$ cat config.mk
export PLATFORM = sky130hd
export DESIGN_NAME = adc_conv_arbiter_flat
export DESIGN_NICKNAME = d
export VERILOG_FILES = /design/src/rtl/adc_conv_arbiter_if.sv /design/src/rtl/adc_conv_arbiter.sv /design/src/flat_wrapper.sv
export SDC_FILE = /design/constraint.sdc
export NUM_CORES = 1
export LEC_CHECK = 0
export ABC_AREA = 1
export CAP_MARGIN = 20
export CORE_UTILIZATION = 35
export DETAILED_ROUTE_END_ITERATION = 7
export PLACE_DENSITY_LB_ADDON = 0.1
export SETUP_SLACK_MARGIN = 0.02
export SYNTH_ARGS = -nofsm -noshare
export SYNTH_HDL_FRONTEND = slang
export SYNTH_SLANG_ARGS = --single-unit
$ cat constraint.sdc
create_clock -name clk -period 1.8 [get_ports clk]
set_clock_uncertainty 0.05 [all_clocks]
set_input_delay 0.36 -clock clk [delete_from_list [all_inputs] [get_ports clk]]
set_output_delay 0.36 -clock clk [all_outputs]
set_load 0.005 [all_outputs]
$ cat src/rtl/adc_conv_arbiter_if.sv
// Handshake bundle between the requesters / ADC pins / SPI reader and the
// conversion arbiter. The slave modport is the arbiter side.
interface adc_conv_arbiter_if;
  logic [1:0] req;
  logic       cfg_rr;
  logic [1:0] ack;
  logic [1:0] err;
  logic       active;
  logic       owner;
  logic       cnv;
  logic       busy;
  logic       trigger;
  logic       read_done;
  logic       timeout_clr;
  logic       timeout;

  modport slave (
    input  req, cfg_rr, busy, read_done, timeout_clr,
    output ack, err, active, owner, cnv, trigger, timeout
  );

  modport master (
    output req, cfg_rr, busy, read_done, timeout_clr,
    input  ack, err, active, owner, cnv, trigger, timeout
  );
endinterface

$ cat src/rtl/adc_conv_arbiter.sv
// Two-port arbiter for the shared ADC conversion/readout path: grants one
// requester, pulses cnv, waits for busy to fall, triggers SPI readout, acks or times out.
module adc_conv_arbiter #(
  parameter int CNV_HIGH_CYCLES = 3,
  parameter int BUSY_TIMEOUT    = 512
) (
  input  logic              clk,
  input  logic              resetn,
  adc_conv_arbiter_if.slave bus
);

  generate
    if (CNV_HIGH_CYCLES < 3) begin : g_bad_cnv
      $error("CNV_HIGH_CYCLES must be 3 or more");
    end
    if (BUSY_TIMEOUT < 1) begin : g_bad_tmo
      $error("BUSY_TIMEOUT must be 1 or more");
    end
  endgenerate

  localparam int CNV_W = $clog2(CNV_HIGH_CYCLES);
  localparam int TMO_W = $clog2(BUSY_TIMEOUT + 1);
  localparam logic [CNV_W-1:0] CNV_LAST  = CNV_W'(CNV_HIGH_CYCLES - 1);
  localparam logic [TMO_W-1:0] TMO_LIMIT = TMO_W'(BUSY_TIMEOUT);

  // DONE is the ack/err cycle; it keeps a still-held req from being regranted.
  typedef enum logic [2:0] {
    S_IDLE,
    S_CNV,
    S_WAIT,
    S_READ,
    S_DONE
  } state_t;

  state_t           state_q, state_d;
  logic [CNV_W-1:0] cnv_cnt_q, cnv_cnt_d;
  logic [TMO_W-1:0] tmo_cnt_q, tmo_cnt_d;
  logic [TMO_W-1:0] tmo_next;
  logic             busy_meta_q, busy_s_q;
  logic             cnv_q, cnv_d;
  logic             trigger_q, trigger_d;
  logic [1:0]       ack_q, ack_d;
  logic [1:0]       err_q, err_d;
  logic             active_q, active_d;
  logic             owner_q, owner_d;
  logic             last_q, last_d;
  logic             timeout_q, timeout_d;
  logic             win;

  always_ff @(posedge clk or negedge resetn) begin
    if (!resetn) begin
      busy_meta_q <= 1'b0;
      busy_s_q    <= 1'b0;
    end else begin
      busy_meta_q <= bus.busy;
      busy_s_q    <= busy_meta_q;
    end
  end

  // On a tie, round-robin favours the port that did not win last time.
  always_comb begin
    win = 1'b0;
    if (bus.req == 2'b11) begin
      win = bus.cfg_rr ? ~last_q : 1'b0;
    end else begin
      win = ~bus.req[0];
    end
  end

  assign tmo_next = tmo_cnt_q + TMO_W'(1);

  always_comb begin
    state_d   = state_q;
    cnv_cnt_d = cnv_cnt_q;
    tmo_cnt_d = tmo_cnt_q;
    cnv_d     = cnv_q;
    trigger_d = 1'b0;
    ack_d     = 2'b00;
    err_d     = 2'b00;
    active_d  = active_q;
    owner_d   = owner_q;
    last_d    = last_q;
    timeout_d = timeout_q & ~bus.timeout_clr;

    case (state_q)
      S_IDLE: begin
        if ((|bus.req) && !busy_s_q) begin
          state_d   = S_CNV;
          cnv_d     = 1'b1;
          active_d  = 1'b1;
          owner_d   = win;
          last_d    = win;
          cnv_cnt_d = '0;
        end
      end
      S_CNV: begin
        if (cnv_cnt_q == CNV_LAST) begin
          state_d   = S_WAIT;
          cnv_d     = 1'b0;
          tmo_cnt_d = '0;
        end else begin
          cnv_cnt_d = cnv_cnt_q + CNV_W'(1);
        end
      end
      S_WAIT: begin
        tmo_cnt_d = tmo_next;
        if (tmo_next == TMO_LIMIT) begin
          err_d     = owner_q ? 2'b10 : 2'b01;
          timeout_d = 1'b1;
          state_d   = S_DONE;
        end else if (!busy_s_q) begin
          trigger_d = 1'b1;
          state_d   = S_READ;
        end
      end
      S_READ: begin
        tmo_cnt_d = tmo_next;
        // A capture landing on the timeout edge still completes normally.
        if (bus.read_done) begin
          ack_d   = owner_q ? 2'b10 : 2'b01;
          state_d = S_DONE;
        end else if (tmo_next == TMO_LIMIT) begin
          err_d     = owner_q ? 2'b10 : 2'b01;
          timeout_d = 1'b1;
          state_d   = S_DONE;
        end
      end
      S_DONE: begin
        active_d = 1'b0;
        state_d  = S_IDLE;
      end
      default: begin
        state_d  = S_IDLE;
        cnv_d    = 1'b0;
        active_d = 1'b0;
      end
    endcase
  end

  always_ff @(posedge clk or negedge resetn) begin
    if (!resetn) begin
      state_q   <= S_IDLE;
      cnv_cnt_q <= '0;
      tmo_cnt_q <= '0;
      cnv_q     <= 1'b0;
      trigger_q <= 1'b0;
      ack_q     <= 2'b00;
      err_q     <= 2'b00;
      active_q  <= 1'b0;
      owner_q   <= 1'b0;
      last_q    <= 1'b1;
      timeout_q <= 1'b0;
    end else begin
      state_q   <= state_d;
      cnv_cnt_q <= cnv_cnt_d;
      tmo_cnt_q <= tmo_cnt_d;
      cnv_q     <= cnv_d;
      trigger_q <= trigger_d;
      ack_q     <= ack_d;
      err_q     <= err_d;
      active_q  <= active_d;
      owner_q   <= owner_d;
      last_q    <= last_d;
      timeout_q <= timeout_d;
    end
  end

  genvar gi;
  generate
    for (gi = 0; gi < 2; gi++) begin : g_port
      assign bus.ack[gi] = ack_q[gi];
      assign bus.err[gi] = err_q[gi];
    end
  endgenerate

  assign bus.cnv     = cnv_q;
  assign bus.trigger = trigger_q;
  assign bus.active  = active_q;
  assign bus.owner   = owner_q;
  assign bus.timeout = timeout_q;

endmodule

$ cat src/flat_wrapper.sv
// flat-port wrapper written by rule: the top's interface ports become plain ports
module adc_conv_arbiter_flat 
#(
  parameter int CNV_HIGH_CYCLES = 3,
  parameter int BUSY_TIMEOUT    = 512
)
  (clk, resetn, bus_req, bus_cfg_rr, bus_busy, bus_read_done, bus_timeout_clr, bus_ack, bus_err, bus_active, bus_owner, bus_cnv, bus_trigger, bus_timeout);
  adc_conv_arbiter_if bus_i ();
  input  logic clk;
  input  logic resetn;
  input wire logic [$bits(bus_i.req)-1:0] bus_req;
  input wire logic [$bits(bus_i.cfg_rr)-1:0] bus_cfg_rr;
  input wire logic [$bits(bus_i.busy)-1:0] bus_busy;
  input wire logic [$bits(bus_i.read_done)-1:0] bus_read_done;
  input wire logic [$bits(bus_i.timeout_clr)-1:0] bus_timeout_clr;
  output wire logic [$bits(bus_i.ack)-1:0] bus_ack;
  output wire logic [$bits(bus_i.err)-1:0] bus_err;
  output wire logic [$bits(bus_i.active)-1:0] bus_active;
  output wire logic [$bits(bus_i.owner)-1:0] bus_owner;
  output wire logic [$bits(bus_i.cnv)-1:0] bus_cnv;
  output wire logic [$bits(bus_i.trigger)-1:0] bus_trigger;
  output wire logic [$bits(bus_i.timeout)-1:0] bus_timeout;
  assign bus_i.req = bus_req;
  assign bus_i.cfg_rr = bus_cfg_rr;
  assign bus_i.busy = bus_busy;
  assign bus_i.read_done = bus_read_done;
  assign bus_i.timeout_clr = bus_timeout_clr;
  assign bus_ack = bus_i.ack;
  assign bus_err = bus_i.err;
  assign bus_active = bus_i.active;
  assign bus_owner = bus_i.owner;
  assign bus_cnv = bus_i.cnv;
  assign bus_trigger = bus_i.trigger;
  assign bus_timeout = bus_i.timeout;
  adc_conv_arbiter #(.CNV_HIGH_CYCLES(CNV_HIGH_CYCLES), .BUSY_TIMEOUT(BUSY_TIMEOUT)) u_core (.clk(clk), .resetn(resetn), .bus(bus_i));
endmodule
# Yosys cells after proc, flatten, opt, wreduce, memory -nomap -nowiden
# Index checks and enable logic that the tools add are counted.
word_totals:
  word_cells: 78
  inputBits: 8
  out_inout_bits: 9
  register_bits: 27
op_classes:
  bitwise: 6
  mux: 30
  eq_ne: 12
  reduce_logical: 15
  add_sub_neg: 2
op_table:
  columns: ["cell", "n"]
  rows:
  - ["case mux 10 bit (2 select lines)", 1]
  - ["2-to-1 mux 3 bit", 6]
  - ["2-to-1 mux 2 bit", 7]
  - ["case mux 3 bit (4 select lines)", 1]
  - ["adder 10 x 1 -> 10 bit (second input constant)", 1]
  - ["equality test 10 bit (second input constant)", 1]
  - ["2-to-1 mux 10 bit", 1]
  - ["2-to-1 mux 1 bit", 9]
  - ["case mux 2 bit (2 select lines)", 2]
  - ["equality test 3 x 2 -> 1 bit (second input constant)", 2]
  - ["AND reduction 2 bit", 3]
  - ["AND reduction 3 bit", 2]
  - ["OR reduction 3 bit", 2]
  - ["inverter 1 bit", 5]
  - ["equality test 2 bit (second input constant)", 2]
  - ["!= test 2 x 1 -> 1 bit (second input constant)", 2]
  - ["case mux 1 bit (2 select lines)", 2]
  - ["AND reduction 4 bit", 1]
  - ["nonzero test 2 bit", 2]
  - ["OR reduction 2 bit", 2]
  - ["equality test 3 x 1 -> 1 bit (second input constant)", 1]
  - ["equality test 3 bit (second input constant)", 1]
  - ["logical NOT 3 bit", 1]
  - ["!= test 3 x 2 -> 1 bit (second input constant)", 1]
  - ["other kinds (7)", 7]

# Depth between registers and ports, before layout
logic_depth:
  depth_word: 5
  mapped_depth: 13

# Least setup slack after synthesis
# Ideal clock, no wire load.
synth_timing:
  path_type: "flip-flop to flip-flop"
  from: "register u_core.tmo_cnt_q[0]"
  to: "register u_core.state_q[0]"
  t_arrival_ns: 1.523
  t_required_ns: 1.633
  stages_incl_launch_ff: 14
  slack_ns: 0.110
  setup_ns: 0.117
  synth_period_minus_slack_ns: 1.690
  path_cell_list: "dfrtp_1 > ha_1 > inv_1 > nand2_1 > nand2_1 > nand2_1 > nor2_1 > nand2_1 > nor2_2 > nand3_4 > nand2_2 > nand3_2 > nand2_1 > nand2_1"
synth_via:
  elab_chain_len: 4
  elab_cells_between_ends: 7
  classes_between: "add/sub: 1; eq/ne: 3; mux: 2; reduce/logical: 1"
synth_lines:
  columns: ["item", "line_no", "rtl"]
  rows:
  - ["start: declaration", "adc_conv_arbiter.sv:37", "logic [TMO_W-1:0] tmo_cnt_q, tmo_cnt_d;"]
  - ["start signal: assignment", "adc_conv_arbiter.sv:156", "tmo_cnt_q <= tmo_cnt_d;"]
  - ["adder 10 x 1 -> 10 bit *", "adc_conv_arbiter.sv:70", "assign tmo_next = tmo_cnt_q + TMO_W'(1);"]
  - ["equality test 10 bit *", "adc_conv_arbiter.sv:107, adc_conv_arbiter.sv:122", null]
  - ["!= test 3 bit (no source line) (tied with other cells)", null, null]
  - ["AND reduction 4 bit (no source line) / case mux 3 bit (4 select lines) (equally long branches)", null, null]
  - ["end signal: assignment", "adc_conv_arbiter.sv:154", "state_q <= state_d;"]
  - ["end: declaration", "adc_conv_arbiter.sv:35", "state_t state_q, state_d;"]
# Mark *: on every way between the ends. The rest lies on a longest branch, timed or not.
# A chain may end at the register's enable or synchronous reset.

# Worst setup path in the final report
layout_timing:
  from: "register u_core.tmo_cnt_q[1]"
  to: "register u_core.state_q[0]"
# The elaborated chain is that of the path after synthesis.

==> impl_metrics.py <==
metrics = {
    "run_status": {
        "status": "completed",
    },
    "yosys": {
        "ys_ff_latch": 27,
        "seq_area_frac_synth": 0.490,
        "synth.distinct_cells": 23,
        "synth_warnings": 0,
        "synth_area_per_cell_sq_um": 8.17,
        "mappedNetlistNets": 180,
        "syn-instance-count": 169,
        "synth_area_sq_um": 1380,
    },
    "final_layout": {
        "utilization": 0.471,
        "fin_cells": 245,
        "antennaDiodeCount": 0,
        "fin_area_sq_um": 1750,
        "drive_gt1_frac": 0.203,
        "nets": 209,
        "area_delta_synth_final_pct": 26.6,
    },
    "timing": {
        "whs_ns": 0.310,
        "final_max_slew_viol_count": 0,
        "rsz0062_at_grt": "true",
        "timing.final.crit_share": 0.959,
        "clock.fmax_ghz": 0.580,
        "relSlewSlack": 0.760,
        "setup_viol": 0,
        "min_period_ns": 1.73,
        "setup_tns_ns": 0,
        "hold_viol_final": 0,
        "worstMarginPinSlew_ns": 0.359,
    },
    "routing": {
        "drtAntennaViolNets": 0,
        "drc": 0,
        "vias": 1160,
        "drtIter0Drc": 56,
        "avgViaCountPerCell": 4.73,
        "drt_first_pass_iters": 4,
        "post_drt_wl_per_cell_um": 12.0,
        "wl_mm": 2.95,
    },
    "global_routing": {
        "antenna_found_initial": 0,
        "grt_pass1_wl_mm": 5.17,
        "first_global_vias": 1092,
        "grt_max_degree": 28,
        "grt_util_all_layers": 0.162,
        "overflow": 0,
    },
    "worst_setup_path": {
        "startpoint_type": "flop",
        "ff2ff_setup_slack_ns": 0.07,
        "path_cells": "ha_2, inv_1, nand2_1, nand2_1, nand2_1, nor2_1, nand2_1, nor2_2, nand3_4, nand2_2, nand3_2, nand2_2, nand2_1",
        "cp_max_fo": 5,
        "crit_buf_inv": 1,
        "critPathArrivalTime_ns": 1.85,
        "path_class": "reg2reg",
        "r2r_cells": 13,
        "cp.required_ns": 1.93,
        "path_depth": 13,
        "cpMaxStageDelayCell": "dfrtp_1",
        "critical-path-top-delay-family": "simple AND/OR/NAND/NOR gates",
        "slowest_delay_ns": 0.39,
        "cp_common_cell": "nand2_1",
        "end_kind": "flop",
    },
    "die": {
        "dieWidth_um": 64.8,
        "core_sq_um": 3720,
        "initial_utilization": 0.372,
        "dieArea_sq_um": 4200,
        "fp.dieH_um": 64.8,
        "row_count": 22,
        "num_io_pins": 17,
    },
    "power_and_ir_drop": {
        "powerDensity_nw_per_um2": 1210,
        "ir_drop_v": 0.000518,
        "p_leak_nw": 0.796,
    },
    "clock_network": {
        "cts-root-buf": "clkbuf_8",
        "cts_max_path_buffers": 2,
        "clk_latency_ns": 0.28,
        "postCtsHoldBufs": 0,
        "cts_buffers": 3,
        "cts_tree": "yes",
        "clkTransAtPathRegs_ns": 0.10,
        "h-tree-depth": 1,
        "cts.sinks": 27,
    },
    "placement": {
        "io_buffer_count": 16,
        "placedInstanceArea_sq_um": 1650,
        "place_congestion": 0.845,
        "dp_cells": 239,
        "dp_hpwl_mm": 2.14,
    },
    "min_path": {
        "worstHoldPathType": "reg2reg",
        "hold_depth": 0,
    },
    "flow_run": {
        "max_cap_viol_count": 0,
    },
}
## state kept, by name, summed over array words and instances (netlist names), 2 cells and up
name              flops
u_core.bus.err        2
u_core.state_q        3
u_core.tmo_cnt_q     10
u_core.cnv_cnt_q      2
u_core.bus.ack        2
## layer usage
| metal | share of wire | track usage | wire [um] | vias up |
|---|---|---|---|---|
| li1 | - | - | - | 592 |
| met1 | 0.52 | 0.225 | 1530 | 549 |
| met2 | 0.45 | 0.257 | 1320 | 14 |
| met3 | 0.021 | 0.0211 | 61 | 5 |
| met4 | 0.014 | 0.0583 | 42 | 0 |
| met5 | 0 | 0 | 0 | - |
## per-stage QoR
| step | setup slack (ns) | power, mW |
|---|---|---|
| after CTS | 0.0638 | 2.11 |
| after floorplan | 0.110 | 1.41 |
| final | 0.0746 | 2.12 |
| after global placement | 0.0599 | 1.72 |
| after global routing | -0.0699 | 2.31 |
| after detailed placement | 0.0431 | 1.74 |
## path summary, 6_finish.rpt
kind / startpoint / to
min in group asynchronous: resetn / u_core.bus.active
worst min-delay path: u_core.busy_meta_q / u_core.busy_s_q
worst max register to register: u_core.tmo_cnt_q[1] / u_core.state_q[0]
worst min register to register: u_core.busy_meta_q / u_core.busy_s_q
worst max-delay path: u_core.tmo_cnt_q[1] / u_core.state_q[0]
max in group asynchronous: resetn / u_core.last_q
## cell families (layout without fill, tap and decap cells)
group,count (synthesis),in the layout,share of synthesized area
simple gates,88,88,0.308
flops,27,27,0.490
buf+inv,27,55,0.0734
compound gates,24,24,0.101
fa+ha+maj,3,3,0.0272
## power by group
group	leakage (nW)	internal [mW]	switching (mW)	total, mW
logic	0.423	0.360	0.548	0.908
clock network	0.0217	0.158	0.208	0.366
registers	0.351	0.751	0.0970	0.848
total	0.796	1.27	0.853	2.12
## timing repair
| action | CTS | global route |
|---|---|---|
| resized for setup | 0 | 10 |
| setup buffers | 0 | 2 |
| setup endpoints to repair | 0 | 6 |
| hold endpoints to repair | 0 | 0 |
## layout by cell type (no fill, tap or decap), drive strengths merged
master	Yosys	layout
o31ai	1	1
clkdlybuf4s50	0	16
nor2	25	25
a21oi	3	3
o22ai	4	4
nand2	45	45
nand3	13	13
inv	27	27
o2111ai	1	1
ha	3	3
nand4	2	2
dfstp	1	1
nor3	3	3
clkbuf	0	3
dfrtp	26	26
clkinvlp	0	1
a31oi	1	1
buf	0	8
o21ai	14	14
## synth_stat cells
| library cell | number | area share |
|---|---|---|
| a21oi_1 | 1 | 0.0036 |
| o2111ai_1 | 1 | 0.0063 |
| nand2_1 | 38 | 0.10 |
| o31ai_1 | 1 | 0.0054 |
| a21oi_2 | 2 | 0.013 |
| dfstp_2 | 1 | 0.019 |
| o21ai_1 | 2 | 0.0072 |
| nand3_2 | 3 | 0.022 |
| a31oi_1 | 1 | 0.0045 |
| nor2_1 | 19 | 0.052 |
| nand3_4 | 1 | 0.013 |
| nor3_1 | 3 | 0.011 |
| dfrtp_1 | 26 | 0.47 |
| nand3_1 | 9 | 0.033 |
| ha_1 | 3 | 0.027 |
| nand2_2 | 7 | 0.032 |
| nor2_4 | 2 | 0.016 |
| nor2_2 | 4 | 0.018 |
| inv_1 | 26 | 0.071 |
| o21ai_0 | 12 | 0.043 |
| inv_2 | 1 | 0.0027 |
| o22ai_1 | 4 | 0.018 |
| nand4_1 | 2 | 0.0091 |
## cell type report
| type | count | area [sq um] |
|---|---|---|
| repair buffers | 24 | 220 |
| fillers | 365 | 1970 |
| inverters | 27 | 101 |
| well taps | 48 | 60.1 |
| clock buffers | 3 | 41.3 |
| multi-input cells | 115 | 642 |
| flip-flops and latches | 27 | 677 |
| clock inverters | 1 | 7.51 |
(Power assumes the default switching activity.)
==> edit 1 (same settings) <==
`BUSY_TIMEOUT` is set to 512 in 2 places; all go to 128.
--- a/src/rtl/adc_conv_arbiter.sv
+++ b/src/rtl/adc_conv_arbiter.sv
@@ -2,7 +2,7 @@
 // requester, pulses cnv, waits for busy to fall, triggers SPI readout, acks or times out.
 module adc_conv_arbiter #(
   parameter int CNV_HIGH_CYCLES = 3,
-  parameter int BUSY_TIMEOUT    = 512
+  parameter int BUSY_TIMEOUT    = 128
 ) (
   input  logic              clk,
   input  logic              resetn,
--- a/src/flat_wrapper.sv
+++ b/src/flat_wrapper.sv
@@ -2,7 +2,7 @@
 module adc_conv_arbiter_flat 
 #(
   parameter int CNV_HIGH_CYCLES = 3,
-  parameter int BUSY_TIMEOUT    = 512
+  parameter int BUSY_TIMEOUT    = 128
 )
   (clk, resetn, bus_req, bus_cfg_rr, bus_busy, bus_read_done, bus_timeout_clr, bus_ack, bus_err, bus_active, bus_owner, bus_cnv, bus_trigger, bus_timeout);
   adc_conv_arbiter_if bus_i ();
Formal check against the unedited RTL: no difference found for any inputs over 10 cycles, from zero or initial values and one cycle with resetn low; that may be too few to reach the edited logic, so the function may still have changed.
==> edit 1 against the unedited design <==
Hold slack gained 6.7 ps. Synthesized cell count fell by 13%. Worst setup slack better by 35 ps. Global-route usage decreased by 1.2 points. Routed wire length fell by 19%. Sequential cell count decreased by 2. Sequential share of layout area increased by 0.92 points. Area after synthesis decreased by 11%. Design area decreased by 9.4%. Non-clock buffer count did not move. First-iteration DRC count down 48%. Total power is 0.25% lower. Combinational power increased by 12%. Critical path type unchanged. Largest power group unchanged.
==> edit 1: results (changes against the unedited design) <==
[final_layout]
buffer_area_share_pct=14.13  ; +1.5 points
largestRegisters=u_core.tmo_cnt_q x8, u_core.state_q x3
clk_share_pct=1.894  ; -0.90 points
n_all_inverters=23  ; -15%
sh_seq_area_pct=39.62  ; +0.92 points
drive_above_1_share_pct=22.29  ; +2.0 points
multi_input_area_share_pct=35.28  ; -1.4 points
fillers=322  ; -12%
nets=187  ; -11%
regArea_um2=628.1  ; -7.2%

[drt]
vias_per_cell=4.606  ; -2.7%
wl_met3_um=87  ; +43%
route.met2.wl_mm=1.068  ; -19%
finalWirelength_mm=2.384  ; -19%
detail_route.wl_per_cell_um=10.79  ; -10%
met1_length_mm=1.176  ; -23%

[worst_setup_path]
crit_arrival_ps=1880  ; +30 ps
cp_max_fo=7  ; +2
r2r-end=u_core.bus.err[0]$_DFF_PN0_
r2r_start=u_core.tmo_cnt_q[0]$_DFFE_PN0P_
reg2reg_depth=8  ; -5

[placement]
dp.cells=215  ; -10%
place_area_um2=1490  ; -9.5%

[cts]
clockRootBuffer=clkbuf_4
path_clk_slew_ps=150  ; +50 ps
insertion_delay_ps=330  ; +50 ps

[sta]
fin_ws_ps=109.8  ; +35.21 ps
slew_headroom_pct=78.60  ; +2.6 points

[power_and_ir_drop]
p_seq_mw=0.828  ; -2.4%
internal-power_mw=1.220  ; -3.9%
ir_drop_uv=778.0  ; +50%
combinationalPowerShare_pct=48.4  ; +5.6 points

[min_path]
hold_class=input port to asynchronous set/reset pin

[synthesis]
synth.cells.most_frequent=nand2_1 (38), dfrtp_1 (24), inv_1 (17)
synthCells=147  ; -13%
synth-seq-area-share_pct=51.07  ; +2.1 points
syn_nets=158  ; -12%
syn_area_per_cell_um2=8.350  ; +2.2%
synth.distinct_cells=24  ; +4.3%

[status]
outcome=completed

[grt]
track_usage_pct=15.01  ; -1.2 points
grt_use_met3_pct=1.891  ; -0.22 points
grt_pass1_wl_mm=4.195  ; -19%
grt_use_met1_pct=20.79  ; -1.8 points

==> edit 1: how the worst max path moves through the flow <==
stage	endpoint	depth (start not counted)
global route	u_core.state_q[0]$_DFFE_PN0P_	10
floorplan	u_core.state_q[0]$_DFFE_PN0P_	10
global placement	u_core.cnv_cnt_q[0]$_DFFE_PN0P_	9
detailed placement	u_core.state_q[0]$_DFFE_PN0P_	11
finish	u_core.bus.err[0]$_DFF_PN0_	8
CTS	u_core.state_q[0]$_DFFE_PN0P_	11
==> edit 1: kinds of logic after synthesis <==
logic type	share of synthesized area [%]
simple gates	30.79
flops	51.07
fa+ha+maj	3.058
buf+inv	7.033
compound gates	7.340
xor+xnor	0.7137
==> edit 1: timing repair <==
item	in CTS	in global routing
buffers inserted	0	2
setup endpoints to repair	0	5
gates resized for setup	0	13
==> edit 1: worst register-to-register path, stage by stage (launching register included) <==
cell and delay, ps:
dfrtp_1 400, ha_2 210, nand3_1 110, nand2_1 100, nand3_1 90, nor2_2 180
nand3_4 130, buf_4 160, nor4_1 170
==> edit 2 (same flow settings) <==
Made on the original files. Encoding of `state_t`: now one-hot (5 bits for 5 states).
--- a/src/rtl/adc_conv_arbiter.sv
+++ b/src/rtl/adc_conv_arbiter.sv
@@ -24,12 +24,12 @@
   localparam logic [TMO_W-1:0] TMO_LIMIT = TMO_W'(BUSY_TIMEOUT);
 
   // DONE is the ack/err cycle; it keeps a still-held req from being regranted.
-  typedef enum logic [2:0] {
-    S_IDLE,
-    S_CNV,
-    S_WAIT,
-    S_READ,
-    S_DONE
+  typedef enum logic [4:0] {
+    S_IDLE = 5'b00001,
+    S_CNV  = 5'b00010,
+    S_WAIT = 5'b00100,
+    S_READ = 5'b01000,
+    S_DONE = 5'b10000
   } state_t;
 
   state_t           state_q, state_d;
Function: same outputs for any inputs over 10 cycles, from zero or initial values and one cycle with resetn low; not proved beyond that.
==> edit 2 against the unedited design <==
Maximum frequency grew 4.1%. Routed wire length up 2.4%. Worst setup slack gained 68 ps. Area after synthesis rose by 5.5%. Synthesized cell count rose by 1.8%. Design area grew 3.9%. Sequential cell count is 2 higher. Cell count rose by 2.9%. Count of clock-buffer cells in the layout is 5 higher. Hold slack worse by 6.0 ps.
Power is not compared: it rests on default switching activity, and its combinational part moved more than twofold at a synthesized area within 25%.
==> edit 2: results (changes against the unedited design) <==
[status]
outcome=completed

[sta]
tightest_slew_ps=421.9  ; +62.77 ps
hold_ws_ps=304.2  ; -5.978 ps
fin_ws_ps=142.4  ; +67.77 ps

[drt]
route.met2.wl_mm=1.522  ; +15%
vias_per_cell=4.853  ; +2.5%
finalWirelength_mm=3.022  ; +2.4%
wl_met3_um=119  ; +95%
met1_length_mm=1.321  ; -14%

[final_layout]
finalNonFillerCells=252  ; +2.9%
drive_above_1_share_pct=20.30  ; about the same
largestRegisters=u_core.tmo_cnt_q x10, u_core.state_q x5
nets=212  ; +1.4%
fillers=410  ; +12%

[worst_setup_path]
crit_arrival_ps=1820  ; -30 ps
reg2reg_depth=10  ; -3
max_stage_delay_ps=360  ; -30 ps
r2r-end=u_core.bus.err[0]$_DFF_PN0_
cp_max_fo=5  ; unchanged
r2r_start=u_core.tmo_cnt_q[0]$_DFFE_PN0P_

[placement]
dpl_worst_slack_ps=109.2  ; +66.14 ps
dp.cells=244  ; +2.1%
gp_congestion=0.7672  ; -9.2%
place_hpwl_mm=2.231  ; +4.1%
place_area_um2=1725  ; +4.8%

[synthesis]
synth_area_leaders=dfrtp_1 (46%), nand2_1 (11%), inv_1 (5.4%)
synth.cells.most_frequent=nand2_1 (42), dfrtp_1 (27), inv_1 (21)
synthCells=172  ; +1.8%
synth-seq-area-share_pct=49.96  ; +0.95 points
synth.distinct_cells=26  ; +13%
syn_nets=183  ; +1.7%

[cts]
htree_levels=2  ; +1
cts_made_buffers=5  ; +2

[grt]
grt_pass1_wl_mm=5.333  ; +3.2%
track_usage_pct=16.51  ; +0.29 points
grt_pass1_vias=1221  ; +12%
grt_max_degree=30  ; +7.1%

==> edit 2: worst register-to-register path, delay by kind of cell, from the launching register on <==
family | cells | cell delay, ps
AND/OR/NAND/NOR | 8 | 790
flip-flops | 1 | 360
AO/OA/AOI/OAI | 1 | 220
adder cells (fa/ha/maj) | 1 | 190
==> edit 2: per-layer routing <==
metal / global-route usage (%) / vias to the layer above
met1: 17.77 / 586
met5: 0 / -
met4: 7.713 / 0
met3: 5.308 / 5
met2: 29.08 / 19
li1: - / 613
==> edit 2: repair_timing <==
item,in CTS,in global routing
endpoints found under the setup margin,0,2
gates resized for setup,0,4
setup buffers,0,0
==> edit 2: cells by family (layout without fill, tap and decap cells) <==
family                   count (synthesis)  count (layout)  share of synthesized area [%]
AO/OA/AOI/OAI                           23              23                          9.700
adder cells (fa/ha/maj)                  3               3                          2.575
buffers and inverters                   26              56                          6.696
flip-flops                              29              29                          49.96
AND/OR/NAND/NOR                         91              91                          31.07
==> edit 2: final cells by class <==
type / count / area (um2) / share of cell area [%]
clock buffer: 8 / 80.08 / 4.405
multi-input combinational: 117 / 644.4 / 35.44
sequential: 29 / 728.2 / 40.06
inverter: 26 / 97.59 / 5.368
timing repair buffer: 22 / 205.2 / 11.29
tap: 50 / 62.56 / 3.441
==> edit 2: worst max-delay path by stage <==
| stage | start | to | slack (ps) | cells past startpoint |
|---|---|---|---|---|
| final | u_core.tmo_cnt_q[0]$_DFFE_PN0P_ | u_core.bus.err[0]$_DFF_PN0_ | 140 | 10 |
| after global routing | u_core.tmo_cnt_q[0]$_DFFE_PN0P_ | u_core.bus.err[0]$_DFF_PN0_ | 20 | 10 |
| after global placement | bus_req[1] | u_core.cnv_cnt_q[0]$_DFFE_PN0P_ | 130 | 6 |
| after floorplan | u_core.tmo_cnt_q[0]$_DFFE_PN0P_ | u_core.bus.err[0]$_DFF_PN0_ | 170 | 10 |
| after detailed placement | bus_req[1] | u_core.cnv_cnt_q[0]$_DFFE_PN0P_ | 110 | 6 |
| after CTS | u_core.tmo_cnt_q[0]$_DFFE_PN0P_ | u_core.bus.err[0]$_DFF_PN0_ | 150 | 11 |
==> edit 2: power by group through the flow <==
stage / combinational, mW / sequential (mW) / clock, mW
6_report: 0.386 / 0.805 / 0.521
5_1_grt: 0.440 / 0.815 / 0.570
4_1_cts: 0.394 / 0.806 / 0.536
3_5_place_dp: 0.390 / 0.817 / 0
3_3_place_gp: 0.386 / 0.813 / 0
2_1_floorplan: 0.225 / 0.813 / 0
